[config.mk]
export PLATFORM = sky130hd
export DESIGN_NAME = prs_cnt_bank_flat
export DESIGN_NICKNAME = d
export VERILOG_FILES = /design/src/rtl/prs_cnt_bank_if.sv /design/src/rtl/prs_cnt_bank.sv /design/src/flat_wrapper.sv
export SDC_FILE = /design/constraint.sdc
export NUM_CORES = 1
export LEC_CHECK = 0
export BUFFER_PORTS_ARGS = -buffer_cell sky130_fd_sc_hd__buf_2
export CORE_ASPECT_RATIO = 1.2
export CORE_UTILIZATION = 55
export CTS_CLUSTER_SIZE = 40
export DETAILED_ROUTE_END_ITERATION = 10
export PLACE_DENSITY = 0.8
export SLEW_MARGIN = 20
export SYNTH_ARGS = -nofsm -noshare
export SYNTH_HDL_FRONTEND = slang
export SYNTH_SLANG_ARGS = --single-unit
[constraint.sdc]
create_clock -name i_clk -period 2.9 [get_ports i_clk]
set_clock_uncertainty 0.1 [all_clocks]
set_input_delay 0.435 -clock i_clk [delete_from_list [all_inputs] [get_ports i_clk]]
set_output_delay 0.435 -clock i_clk [all_outputs]
set_load 0.005 [all_outputs]
[src/rtl/prs_cnt_bank_if.sv]
// Bus bundle for the PRS pulse-counter bank: channel inputs, command word,
// SPI snapshot handshake and all registered status outputs.
interface prs_cnt_bank_if #(
  parameter int NUM_CH = 16,
  parameter int CNT_W  = 8
);
  logic [NUM_CH-1:0]       i_ch;
  logic                    i_cmd_valid;
  logic [NUM_CH+1:0]       i_cmd_data;
  logic                    i_snap_req;
  logic                    i_snap_ack;
  logic                    i_snap_abort;
  logic                    o_snap_valid;
  logic [NUM_CH*CNT_W-1:0] o_snap_data;
  logic [NUM_CH-1:0]       o_snap_ovf;
  logic [NUM_CH-1:0]       o_en_mask;
  logic [NUM_CH-1:0]       o_sat_mask;
  logic [NUM_CH-1:0]       o_ovf;

  modport master (
    output i_ch, i_cmd_valid, i_cmd_data, i_snap_req, i_snap_ack, i_snap_abort,
    input  o_snap_valid, o_snap_data, o_snap_ovf, o_en_mask, o_sat_mask, o_ovf
  );

  modport slave (
    input  i_ch, i_cmd_valid, i_cmd_data, i_snap_req, i_snap_ack, i_snap_abort,
    output o_snap_valid, o_snap_data, o_snap_ovf, o_en_mask, o_sat_mask, o_ovf
  );
endinterface

[src/rtl/prs_cnt_bank.sv]
// Multi-channel pulse-counter bank with synchronised inputs, wrap/saturate
// modes, sticky overflow flags and a lossless snapshot/delta-clear readout.
module prs_cnt_bank #(
  parameter int NUM_CH      = 16,
  parameter int CNT_W       = 8,
  parameter int SYNC_STAGES = 2,
  parameter int CLR_ON_READ = 1
) (
  input logic           i_clk,
  input logic           i_rst_n,
  prs_cnt_bank_if.slave cnt_if
);

  localparam logic [CNT_W-1:0] CNT_MAX = '1;
  localparam bit               CLR_EN  = (CLR_ON_READ != 0);

  typedef enum logic {
    ST_IDLE,
    ST_LOADED
  } state_e;

  state_e                  state_q;
  logic                    snap_valid_q;
  logic [NUM_CH*CNT_W-1:0] snap_q;
  logic [NUM_CH-1:0]       snap_ovf_q;

  logic [NUM_CH-1:0]       sync_q [SYNC_STAGES];
  logic [NUM_CH-1:0]       prev_q;
  logic [NUM_CH-1:0]       en_q;
  logic [NUM_CH-1:0]       sat_q;
  logic [NUM_CH-1:0]       ovf_q;
  logic [NUM_CH-1:0]       ovf_d;
  logic [CNT_W-1:0]        cnt_q [NUM_CH];
  logic [CNT_W-1:0]        cnt_d [NUM_CH];
  logic [NUM_CH*CNT_W-1:0] cnt_flat;

  logic [NUM_CH-1:0]       rise;
  logic [NUM_CH-1:0]       inc;
  logic [1:0]              cmd_op;
  logic [NUM_CH-1:0]       cmd_mask;
  logic [NUM_CH-1:0]       clr_hit;
  logic                    commit;

  assign cmd_op   = cnt_if.i_cmd_data[NUM_CH+1:NUM_CH];
  assign cmd_mask = cnt_if.i_cmd_data[NUM_CH-1:0];
  assign clr_hit  = (cnt_if.i_cmd_valid && cmd_op == 2'b10) ? cmd_mask : '0;
  assign commit   = (state_q == ST_LOADED) && cnt_if.i_snap_ack;

  assign rise = sync_q[SYNC_STAGES-1] & ~prev_q;
  assign inc  = rise & en_q;

  // Synchroniser chain and edge-detect history for every channel input
  always_ff @(posedge i_clk or negedge i_rst_n) begin
    if (!i_rst_n) begin
      for (int unsigned s = 0; s < SYNC_STAGES; s++) sync_q[s] <= '0;
      prev_q <= '0;
    end else begin
      sync_q[0] <= cnt_if.i_ch;
      for (int unsigned s = 1; s < SYNC_STAGES; s++) sync_q[s] <= sync_q[s-1];
      prev_q <= sync_q[SYNC_STAGES-1];
    end
  end

  // Enable and saturate masks, loaded from the command word
  always_ff @(posedge i_clk or negedge i_rst_n) begin
    if (!i_rst_n) begin
      en_q  <= '0;
      sat_q <= '0;
    end else if (cnt_if.i_cmd_valid) begin
      if (cmd_op == 2'b00) en_q  <= cmd_mask;
      if (cmd_op == 2'b01) sat_q <= cmd_mask;
    end
  end

  // Per-channel next-state: count, delta-subtract on commit, clear command
  for (genvar g = 0; g < NUM_CH; g++) begin : g_ch
    logic [CNT_W-1:0] snap_ch;
    logic [CNT_W-1:0] base;
    logic             sub;
    logic             evt;

    assign snap_ch = snap_q[g*CNT_W +: CNT_W];
    assign sub     = commit && CLR_EN;
    assign cnt_flat[g*CNT_W +: CNT_W] = cnt_q[g];

    // Subtracting the frozen snapshot keeps pulses that arrived after capture.
    // A saturated channel has lost its true count, so it restarts from this
    // cycle's increment rather than from a meaningless difference.
    always_comb begin
      base     = sub ? (cnt_q[g] - snap_ch) : cnt_q[g];
      evt      = inc[g] && (base == CNT_MAX);
      cnt_d[g] = base;
      if (sub && sat_q[g] && cnt_q[g] == CNT_MAX) begin
        cnt_d[g] = {{(CNT_W-1){1'b0}}, inc[g]};
        evt      = inc[g];
      end else if (inc[g]) begin
        cnt_d[g] = (sat_q[g] && base == CNT_MAX) ? base : base + 1'b1;
      end
      ovf_d[g] = commit ? evt : (ovf_q[g] | evt);
      if (clr_hit[g]) begin
        cnt_d[g] = '0;
        ovf_d[g] = 1'b0;
      end
    end
  end

  // Live counters and sticky overflow flags
  always_ff @(posedge i_clk or negedge i_rst_n) begin
    if (!i_rst_n) begin
      for (int unsigned i = 0; i < NUM_CH; i++) cnt_q[i] <= '0;
      ovf_q <= '0;
    end else begin
      for (int unsigned i = 0; i < NUM_CH; i++) cnt_q[i] <= cnt_d[i];
      ovf_q <= ovf_d;
    end
  end

  // Snapshot FSM: capture on request, hold until commit or abort
  always_ff @(posedge i_clk or negedge i_rst_n) begin
    if (!i_rst_n) begin
      state_q      <= ST_IDLE;
      snap_valid_q <= 1'b0;
      snap_q       <= '0;
      snap_ovf_q   <= '0;
    end else begin
      case (state_q)
        ST_IDLE: begin
          if (cnt_if.i_snap_req) begin
            snap_q       <= cnt_flat;
            snap_ovf_q   <= ovf_q;
            snap_valid_q <= 1'b1;
            state_q      <= ST_LOADED;
          end
        end
        ST_LOADED: begin
          if (cnt_if.i_snap_ack || cnt_if.i_snap_abort) begin
            snap_valid_q <= 1'b0;
            state_q      <= ST_IDLE;
          end
        end
        default: begin
          snap_valid_q <= 1'b0;
          state_q      <= ST_IDLE;
        end
      endcase
    end
  end

  assign cnt_if.o_snap_valid = snap_valid_q;
  assign cnt_if.o_snap_data  = snap_q;
  assign cnt_if.o_snap_ovf   = snap_ovf_q;
  assign cnt_if.o_en_mask    = en_q;
  assign cnt_if.o_sat_mask   = sat_q;
  assign cnt_if.o_ovf        = ovf_q;

endmodule

[src/flat_wrapper.sv]
// flat-port wrapper written by rule: the top's interface ports become plain ports
module prs_cnt_bank_flat 
#(
  parameter int NUM_CH      = 16,
  parameter int CNT_W       = 8,
  parameter int SYNC_STAGES = 2,
  parameter int CLR_ON_READ = 1
)
  (i_clk, i_rst_n, cnt_if_i_ch, cnt_if_i_cmd_valid, cnt_if_i_cmd_data, cnt_if_i_snap_req, cnt_if_i_snap_ack, cnt_if_i_snap_abort, cnt_if_o_snap_valid, cnt_if_o_snap_data, cnt_if_o_snap_ovf, cnt_if_o_en_mask, cnt_if_o_sat_mask, cnt_if_o_ovf);
  prs_cnt_bank_if #(.NUM_CH(NUM_CH), .CNT_W(CNT_W)) cnt_if_i ();
  input logic i_clk;
  input logic i_rst_n;
  input wire logic [$bits(cnt_if_i.i_ch)-1:0] cnt_if_i_ch;
  input wire logic [$bits(cnt_if_i.i_cmd_valid)-1:0] cnt_if_i_cmd_valid;
  input wire logic [$bits(cnt_if_i.i_cmd_data)-1:0] cnt_if_i_cmd_data;
  input wire logic [$bits(cnt_if_i.i_snap_req)-1:0] cnt_if_i_snap_req;
  input wire logic [$bits(cnt_if_i.i_snap_ack)-1:0] cnt_if_i_snap_ack;
  input wire logic [$bits(cnt_if_i.i_snap_abort)-1:0] cnt_if_i_snap_abort;
  output wire logic [$bits(cnt_if_i.o_snap_valid)-1:0] cnt_if_o_snap_valid;
  output wire logic [$bits(cnt_if_i.o_snap_data)-1:0] cnt_if_o_snap_data;
  output wire logic [$bits(cnt_if_i.o_snap_ovf)-1:0] cnt_if_o_snap_ovf;
  output wire logic [$bits(cnt_if_i.o_en_mask)-1:0] cnt_if_o_en_mask;
  output wire logic [$bits(cnt_if_i.o_sat_mask)-1:0] cnt_if_o_sat_mask;
  output wire logic [$bits(cnt_if_i.o_ovf)-1:0] cnt_if_o_ovf;
  assign cnt_if_i.i_ch = cnt_if_i_ch;
  assign cnt_if_i.i_cmd_valid = cnt_if_i_cmd_valid;
  assign cnt_if_i.i_cmd_data = cnt_if_i_cmd_data;
  assign cnt_if_i.i_snap_req = cnt_if_i_snap_req;
  assign cnt_if_i.i_snap_ack = cnt_if_i_snap_ack;
  assign cnt_if_i.i_snap_abort = cnt_if_i_snap_abort;
  assign cnt_if_o_snap_valid = cnt_if_i.o_snap_valid;
  assign cnt_if_o_snap_data = cnt_if_i.o_snap_data;
  assign cnt_if_o_snap_ovf = cnt_if_i.o_snap_ovf;
  assign cnt_if_o_en_mask = cnt_if_i.o_en_mask;
  assign cnt_if_o_sat_mask = cnt_if_i.o_sat_mask;
  assign cnt_if_o_ovf = cnt_if_i.o_ovf;
  prs_cnt_bank #(.NUM_CH(NUM_CH), .CNT_W(CNT_W), .SYNC_STAGES(SYNC_STAGES), .CLR_ON_READ(CLR_ON_READ)) u_core (.i_clk(i_clk), .i_rst_n(i_rst_n), .cnt_if(cnt_if_i));
endmodule
==> impl_metrics.env, run 1 <==
export IMPL_status="finished, violations left"
export IMPL_failed_checks="DRC, setup timing"
export IMPL_ys_warn_count=0
export IMPL_async_flop_share_pct=100
export IMPL_clk_pin_slew_ps=60
export IMPL_fmax_ghz=0.325
export IMPL_avgSynthCellArea_um2=9.54
export IMPL_ys_seq_area_share_pct=38.7
export IMPL_syn_inst=2509
export IMPL_hold_violations=0
export IMPL_utilization_pct=73.2
export IMPL_regArea_um2=9260
export IMPL_drt_pass1_iter_count=9
export IMPL_gp_congestion=0.942
export IMPL_area_growth_pct=31.3
export IMPL_crit_path_frequent_cell="inv_2"
export IMPL_path_max_fanout=5
export IMPL_yosysTopAreaCell="dfrtp_1"
export IMPL_drt_first_iter_violations=1518
export IMPL_dpl_cell_area_um2=27500
export IMPL_regToRegEndpoint="u_core.cnt_flat[43]$_DFF_PN0_"
export IMPL_path_cells="inv_2 > ha_4 > inv_2 > fa_2 > a211o_1 > o21ai_2 > xnor2_2 > a31oi_4 > nor4_4 > nor2b_4 > buf_4 > buf_6 > nor3_4 > nor3_2"
export IMPL_setup_viol_count_final=43
export IMPL_cts_root_buf="clkbuf_16"
export IMPL_grt_pass1_vias=21900
export IMPL_drive_above_1_share_pct=37.2
export IMPL_start_kind="flop"
export IMPL_slew_violations=0
export IMPL_fin_crit_ps=3070
export IMPL_rsz0062_at_grt="yes"
export IMPL_timing_reg2reg_setup_slack_ps=-170
export IMPL_grt_antenna_before_repair=2
export IMPL_min_from="cnt_if_i_cmd_data[5]"
export IMPL_multi_input_area_um2=15300
export IMPL_finish_instance_area_um2=31400
export IMPL_synthTopCellsByCount="dfrtp_1, nand2_1, mux2_2, inv_1, ha_1"
export IMPL_htreeDepth=2
export IMPL_max_slew_margin_rel_pct=49.1
export IMPL_cp_arrival_ps=3450
export IMPL_netlist_area_leader_share_pct=38.7
export IMPL_place_hpwl_mm=46.1
export IMPL_ys_flop_type="dfrtp_1"
export IMPL_min_path_type="in -> reg"
export IMPL_grt_start_max_net_pins=109
export IMPL_holdPathStages=2
export IMPL_drv_cap=0
export IMPL_ir_drop_mv=0.745
export IMPL_design_die_area_um2=44300
export IMPL_syn_nets=2709
export IMPL_setup_slack_ps=-174
export IMPL_hold_end="u_core.cnt_if.o_ovf[5]$_DFF_PN0_"
export IMPL_critPathSlowestCell="fa_2"
export IMPL_die_width_um=192
export IMPL_wl_per_cell_um=19.1
export IMPL_ioPinCount=233
export IMPL_insertion_delay_ps=570
export IMPL_power_density_nw_per_um2=1200
export IMPL_port_buffers=232
export IMPL_synth_edff_count=0
export IMPL_fin_crit_sh_pct=106
export IMPL_die_h_um=230
export IMPL_initial_core_util_pct=55.8
export IMPL_end_kind="flop"
export IMPL_required_ps=3280
export IMPL_ys_ff_latch=370
export IMPL_clockBufferDepth=3
export IMPL_drc_errors=22
export IMPL_reg2regPathDepth=14
export IMPL_synth_area_leaders="dfrtp_1, ha_1, mux2_2, nand2_1, inv_1"
export IMPL_cts_buffers=42
export IMPL_crit_type="reg -> reg"
export IMPL_rr_startpoint="u_core.cnt_flat[40]$_DFF_PN0_"
export IMPL_yosys_cell_count_top_type="dfrtp_1"
export IMPL_cts_tree="built"
export IMPL_via_per_inst=6.04
export IMPL_tightest_slew_ps=757
export IMPL_synth_cell_type_count=100
export IMPL_grt_usage_pct=29.6
export IMPL_leakage_nw=14.4
export IMPL_core_area_um2=42900
export IMPL_cp_slowest_stage_delay_ps=410
export IMPL_final_nets=3277
export IMPL_rows=83
export IMPL_drt_total_wl_mm=70.1
export IMPL_grt_pass1_wl_mm=107
export IMPL_cts_sink_count=370
export IMPL_nFillCells=2895
export IMPL_routed_via_count=22100
export IMPL_antenna_left=0
export IMPL_overflow=0
export IMPL_pre_cts_slack_ps=-175
export IMPL_synthesis_area_um2=23900
-- sequential cells by signal (all words and copies together), names as in the netlist --
name                        count
u_core.cnt_flat               128
u_core.cnt_if.o_en_mask        16
u_core.cnt_if.o_ovf            16
u_core.cnt_if.o_sat_mask       16
u_core.cnt_if.o_snap_data     128
u_core.cnt_if.o_snap_ovf       16
u_core.cnt_if.o_snap_valid      1
u_core.prev_q                  16
u_core.state_q                  1
u_core.sync_q                  32
-- cells by family (layout without fill, tap and decap cells) --
group                      after synthesis  count (layout)  synth area share (%)
other                                    0               2                     0
and+or+nand+nor                        935             935                  20.5
AOI/OAI and AO/OA                      516             516                  14.7
buffers and inverters                  227             827                  4.18
muxes                                  206             206                  9.46
adders and majority gates              160             160                  8.87
xor gates and xnor gates                95              95                  3.57
DFF                                    370             370                  38.7
-- critical path: cells and delay by family, from the launching register on --
family,cells,cell delay (ps)
AO/OA/AOI/OAI,3,610
XOR/XNOR,1,170
adder cells (fa/ha/maj),2,530
buffers and inverters,4,390
flip-flops,1,400
AND/OR/NAND/NOR,4,780
-- where the power goes --
| group | leakage (nW) | switching, W | internal, W | total [W] |
|---|---|---|---|---|
| registers | 4.63 | 0.00183 | 0.00698 | 0.00881 |
| clock network | 0.683 | 0.00223 | 0.00316 | 0.00538 |
| logic | 9.11 | 0.0125 | 0.0110 | 0.0235 |
| total | 14.4 | 0.0165 | 0.0211 | 0.0377 |
-- layout make-up --
class                      count  share of cell area (%)
multi-input combinational   1912                    48.8
sequential                   370                    29.5
timing repair buffer         594                    13.2
clock buffer                  60                    3.95
tap                          552                    2.20
inverter                     157                    1.88
clock inverter                16                   0.462
antenna                        2                  0.0159
-- worst max-delay path by stage --
stage | from | to | slack (ps) | cells past startpoint
2_1_floorplan | u_core.cnt_flat[16]$_DFF_PN0_ | u_core.cnt_flat[16]$_DFF_PN0_ | 10 | 12
3_3_place_gp | u_core.cnt_flat[40]$_DFF_PN0_ | u_core.cnt_flat[42]$_DFF_PN0_ | -80 | 13
3_5_place_dp | u_core.cnt_flat[72]$_DFF_PN0_ | u_core.cnt_flat[74]$_DFF_PN0_ | -180 | 13
4_1_cts | u_core.cnt_flat[40]$_DFF_PN0_ | u_core.cnt_flat[42]$_DFF_PN0_ | -40 | 14
5_1_grt | u_core.cnt_flat[120]$_DFF_PN0_ | u_core.cnt_flat[124]$_DFF_PN0_ | -290 | 13
6_report | u_core.cnt_flat[40]$_DFF_PN0_ | u_core.cnt_flat[43]$_DFF_PN0_ | -170 | 14
-- metrics by stage --
stage | hold WS [ps] | instances | setup TNS [ps] | power [W]
after CTS | 10.3 | 3599 | -89.3 | 0.0345
after detailed placement | 235 | 3474 | -4990 | 0.0281
after floorplan | 39.4 | 2509 | 0 | 0.0213
after global placement | 234 | 3474 | -719 | 0.0272
final | 32.2 | 3663 | -2970 | 0.0377
after global routing | 26.6 | 3663 | -11750 | 0.0401
-- timing repair --
action / 4_1_cts / 5_1_grt
hold buffers: 19 / 0
pin swaps: 61 / 190
setup endpoints to repair: 95 / 139
resized for setup: 92 / 296
hold endpoints to repair: 78 / 0
setup buffers: 28 / 65
gates cloned: 2 / 1
-- routing by layer --
layer / up-vias / part of all wire, % / global-route usage (%)
met4: 0 / 4.8 / 14.6
met2: 810 / 50 / 51.9
met5: - / 0 / 0
li1: 10200 / - / -
met3: 233 / 5.6 / 4.18
met1: 10800 / 39 / 35.3
-- layout by cell type, fill, tap and decap left out, drive strengths merged, types with 23 or more instances in the layout --
| master | n |
|---|---|
| and3 | 31 |
| dfrtp | 370 |
| nor2 | 135 |
| and2 | 30 |
| clkbuf | 60 |
| o21a | 24 |
| a21o | 23 |
| nand2 | 318 |
| or3 | 30 |
| a31oi | 43 |
| mux2i | 45 |
| nand2b | 40 |
| a21oi | 106 |
| nor3 | 78 |
| nand3 | 78 |
| o21ai | 119 |
| nor4 | 38 |
| mux2 | 161 |
| a211oi | 48 |
| inv | 159 |
| xnor2 | 53 |
| nand4 | 42 |
| ha | 144 |
| xor2 | 42 |
| buf | 575 |
(Power assumes the default switching activity.)
==> inputs of run 2 (changes only) <==
--- a/config.mk
+++ b/config.mk
@@ -11,6 +11,7 @@
 export CTS_CLUSTER_SIZE = 40
 export DETAILED_ROUTE_END_ITERATION = 10
 export PLACE_DENSITY = 0.8
+export RECOVER_POWER = 25
 export SLEW_MARGIN = 20
 export SYNTH_ARGS = -nofsm -noshare
 export SYNTH_HDL_FRONTEND = slang
==> impl_metrics.env, run 2 (synthesis results as in run 1) <==
export IMPL_grt_usage_pct=29.6
export IMPL_fin_crit_ps=3080
export IMPL_design_die_area_um2=44300
export IMPL_grt_pass1_wl_mm=107
export IMPL_tightest_slew_ps=2160
export IMPL_leakage_nw=14.4
export IMPL_drv_cap=3
export IMPL_fin_crit_sh_pct=106
export IMPL_grt_antenna_before_repair=2
export IMPL_start_kind="flop"
export IMPL_drc_errors=22
export IMPL_routed_via_count=22100
export IMPL_ioPinCount=233
export IMPL_setup_slack_ps=-181
export IMPL_hold_violations=0
export IMPL_cts_buffers=42
export IMPL_drive_above_1_share_pct=36.9
export IMPL_setup_viol_count_final=42
export IMPL_gp_congestion=0.942
export IMPL_die_width_um=192
export IMPL_end_kind="flop"
export IMPL_area_growth_pct=31.0
export IMPL_cp_arrival_ps=3460
export IMPL_min_path_type="in -> reg"
export IMPL_crit_type="reg -> reg"
export IMPL_cts_tree="built"
export IMPL_cts_root_buf="clkbuf_16"
export IMPL_drt_total_wl_mm=70.1
export IMPL_grt_start_max_net_pins=109
export IMPL_wl_per_cell_um=19.1
export IMPL_fin_tns_setup_ps=-2810
export IMPL_port_buffers=232
export IMPL_final_nets=3277
export IMPL_holdWs_ps=35.2
export IMPL_path_max_fanout=5
export IMPL_timing_reg2reg_setup_slack_ps=-180
export IMPL_status="finished, violations left"
export IMPL_slew_violations=103
export IMPL_place_hpwl_mm=46.1
export IMPL_final_common_cell="dfrtp_1"
export IMPL_initial_core_util_pct=55.8
export IMPL_rsz0062_at_grt="yes"
export IMPL_insertion_delay_ps=570
export IMPL_mostFrequentLayoutCells="dfrtp_1, buf_4, nand2_1"
export IMPL_ir_drop_mv=0.747
export IMPL_drt_first_iter_violations=1490
export IMPL_failed_checks="DRC, capacitance limit, slew limit, setup timing"
export IMPL_clk_pin_slew_ps=60
export IMPL_fmax_ghz=0.325
export IMPL_core_area_um2=42900
export IMPL_power_density_nw_per_um2=1200
export IMPL_die_h_um=230
export IMPL_cts_sink_count=370
export IMPL_antenna_left=0
export IMPL_drt_pass1_iter_count=10
export IMPL_required_ps=3280
export IMPL_clockBufferDepth=3
export IMPL_rows=83
export IMPL_overflow=0
export IMPL_htreeDepth=2
export IMPL_max_slew_margin_rel_pct=-44.3
export IMPL_via_per_inst=6.02
export IMPL_grt_pass1_vias=21900
[run 2: changes by cell type in the layout (fill, tap and decap cells not counted), sizes merged]
| cell | delta |
|---|---|
| buf | -9 |
| clkbuf | +9 |
[run 2: report_power, final]
group | internal (W) | switching (W) | total, W | leakage (nW)
Clock | 0.00316 | 0.00222 | 0.00537 | 0.683
Sequential | 0.00698 | 0.00183 | 0.00881 | 4.63
Combinational | 0.0110 | 0.0125 | 0.0235 | 9.07
[run 2: area by class of cell]
type | count | area, um^2
diodes | 2 | 5.00
clock buffers | 60 | 1240
clock inverters | 16 | 145
fillers | 2908 | 11500
inverters | 157 | 589
multi-input cells | 1912 | 15300
flip-flops and latches | 370 | 9260
well taps | 552 | 691
repair buffers | 594 | 4100
[run 2: what timing repair did]
item | 4_1_cts | 5_1_grt
hold buffers | 19 | 0
buffers inserted | 28 | 65
endpoints found under the hold margin | 78 | 0
pin swaps | 61 | 190
resized for setup | 92 | 296
gates cloned | 2 | 1
setup endpoints to repair | 95 | 139
[run 2: path summary, 6_finish.rpt]
kind | cells past startpoint | endpoint | start
worst max-delay path | 14 | u_core.cnt_flat[43]$_DFF_PN0_ | u_core.cnt_flat[40]$_DFF_PN0_
worst min register to register | 0 | u_core.sync_q[14]$_DFF_PN0_ | u_core.sync_q[30]$_DFF_PN0_
worst max register to register | 14 | u_core.cnt_flat[43]$_DFF_PN0_ | u_core.cnt_flat[40]$_DFF_PN0_
min in group asynchronous | 2 | u_core.cnt_flat[89]$_DFF_PN0_ | i_rst_n
max in group asynchronous | 3 | u_core.cnt_flat[85]$_DFF_PN0_ | i_rst_n
worst min-delay path | 2 | u_core.cnt_if.o_ovf[5]$_DFF_PN0_ | cnt_if_i_cmd_data[5]
[run 2: per-stage QoR]
| stage | utilization (%) | total power, W | instances | setup WS, ps | area, um^2 |
|---|---|---|---|---|---|
| after floorplan | - | 0.0213 | 2509 | 13.9 | 24000 |
| after global placement | 64.1 | 0.0272 | 3474 | -77.1 | 27500 |
| after detailed placement | 64.1 | 0.0281 | 3474 | -175 | 27500 |
| after CTS | 69.1 | 0.0345 | 3599 | -44.6 | 29600 |
| after global routing | 73.1 | 0.0401 | 3663 | -289 | 31400 |
| final | 73.1 | 0.0377 | 3663 | -181 | 31400 |
[run 2: routing by layer]
metal	vias to the layer above	global-route usage, %	wire length, um
met4	0	14.6	3320
li1	10200	-	-
met5	-	0	0
met3	220	4.18	4050
met2	801	51.9	35500
met1	10800	35.3	27300
[run 2: critical path: stages (launching register included)]
cell and delay (ps):
dfrtp_1 400, inv_2 90, ha_4 120, inv_2 40, fa_2 410, a211o_1 360, o21ai_2 100, xnor2_2 170
a31oi_4 150, nor4_4 340, nor2b_4 220, buf_4 130, buf_6 130, nor3_4 40, nor3_2 190
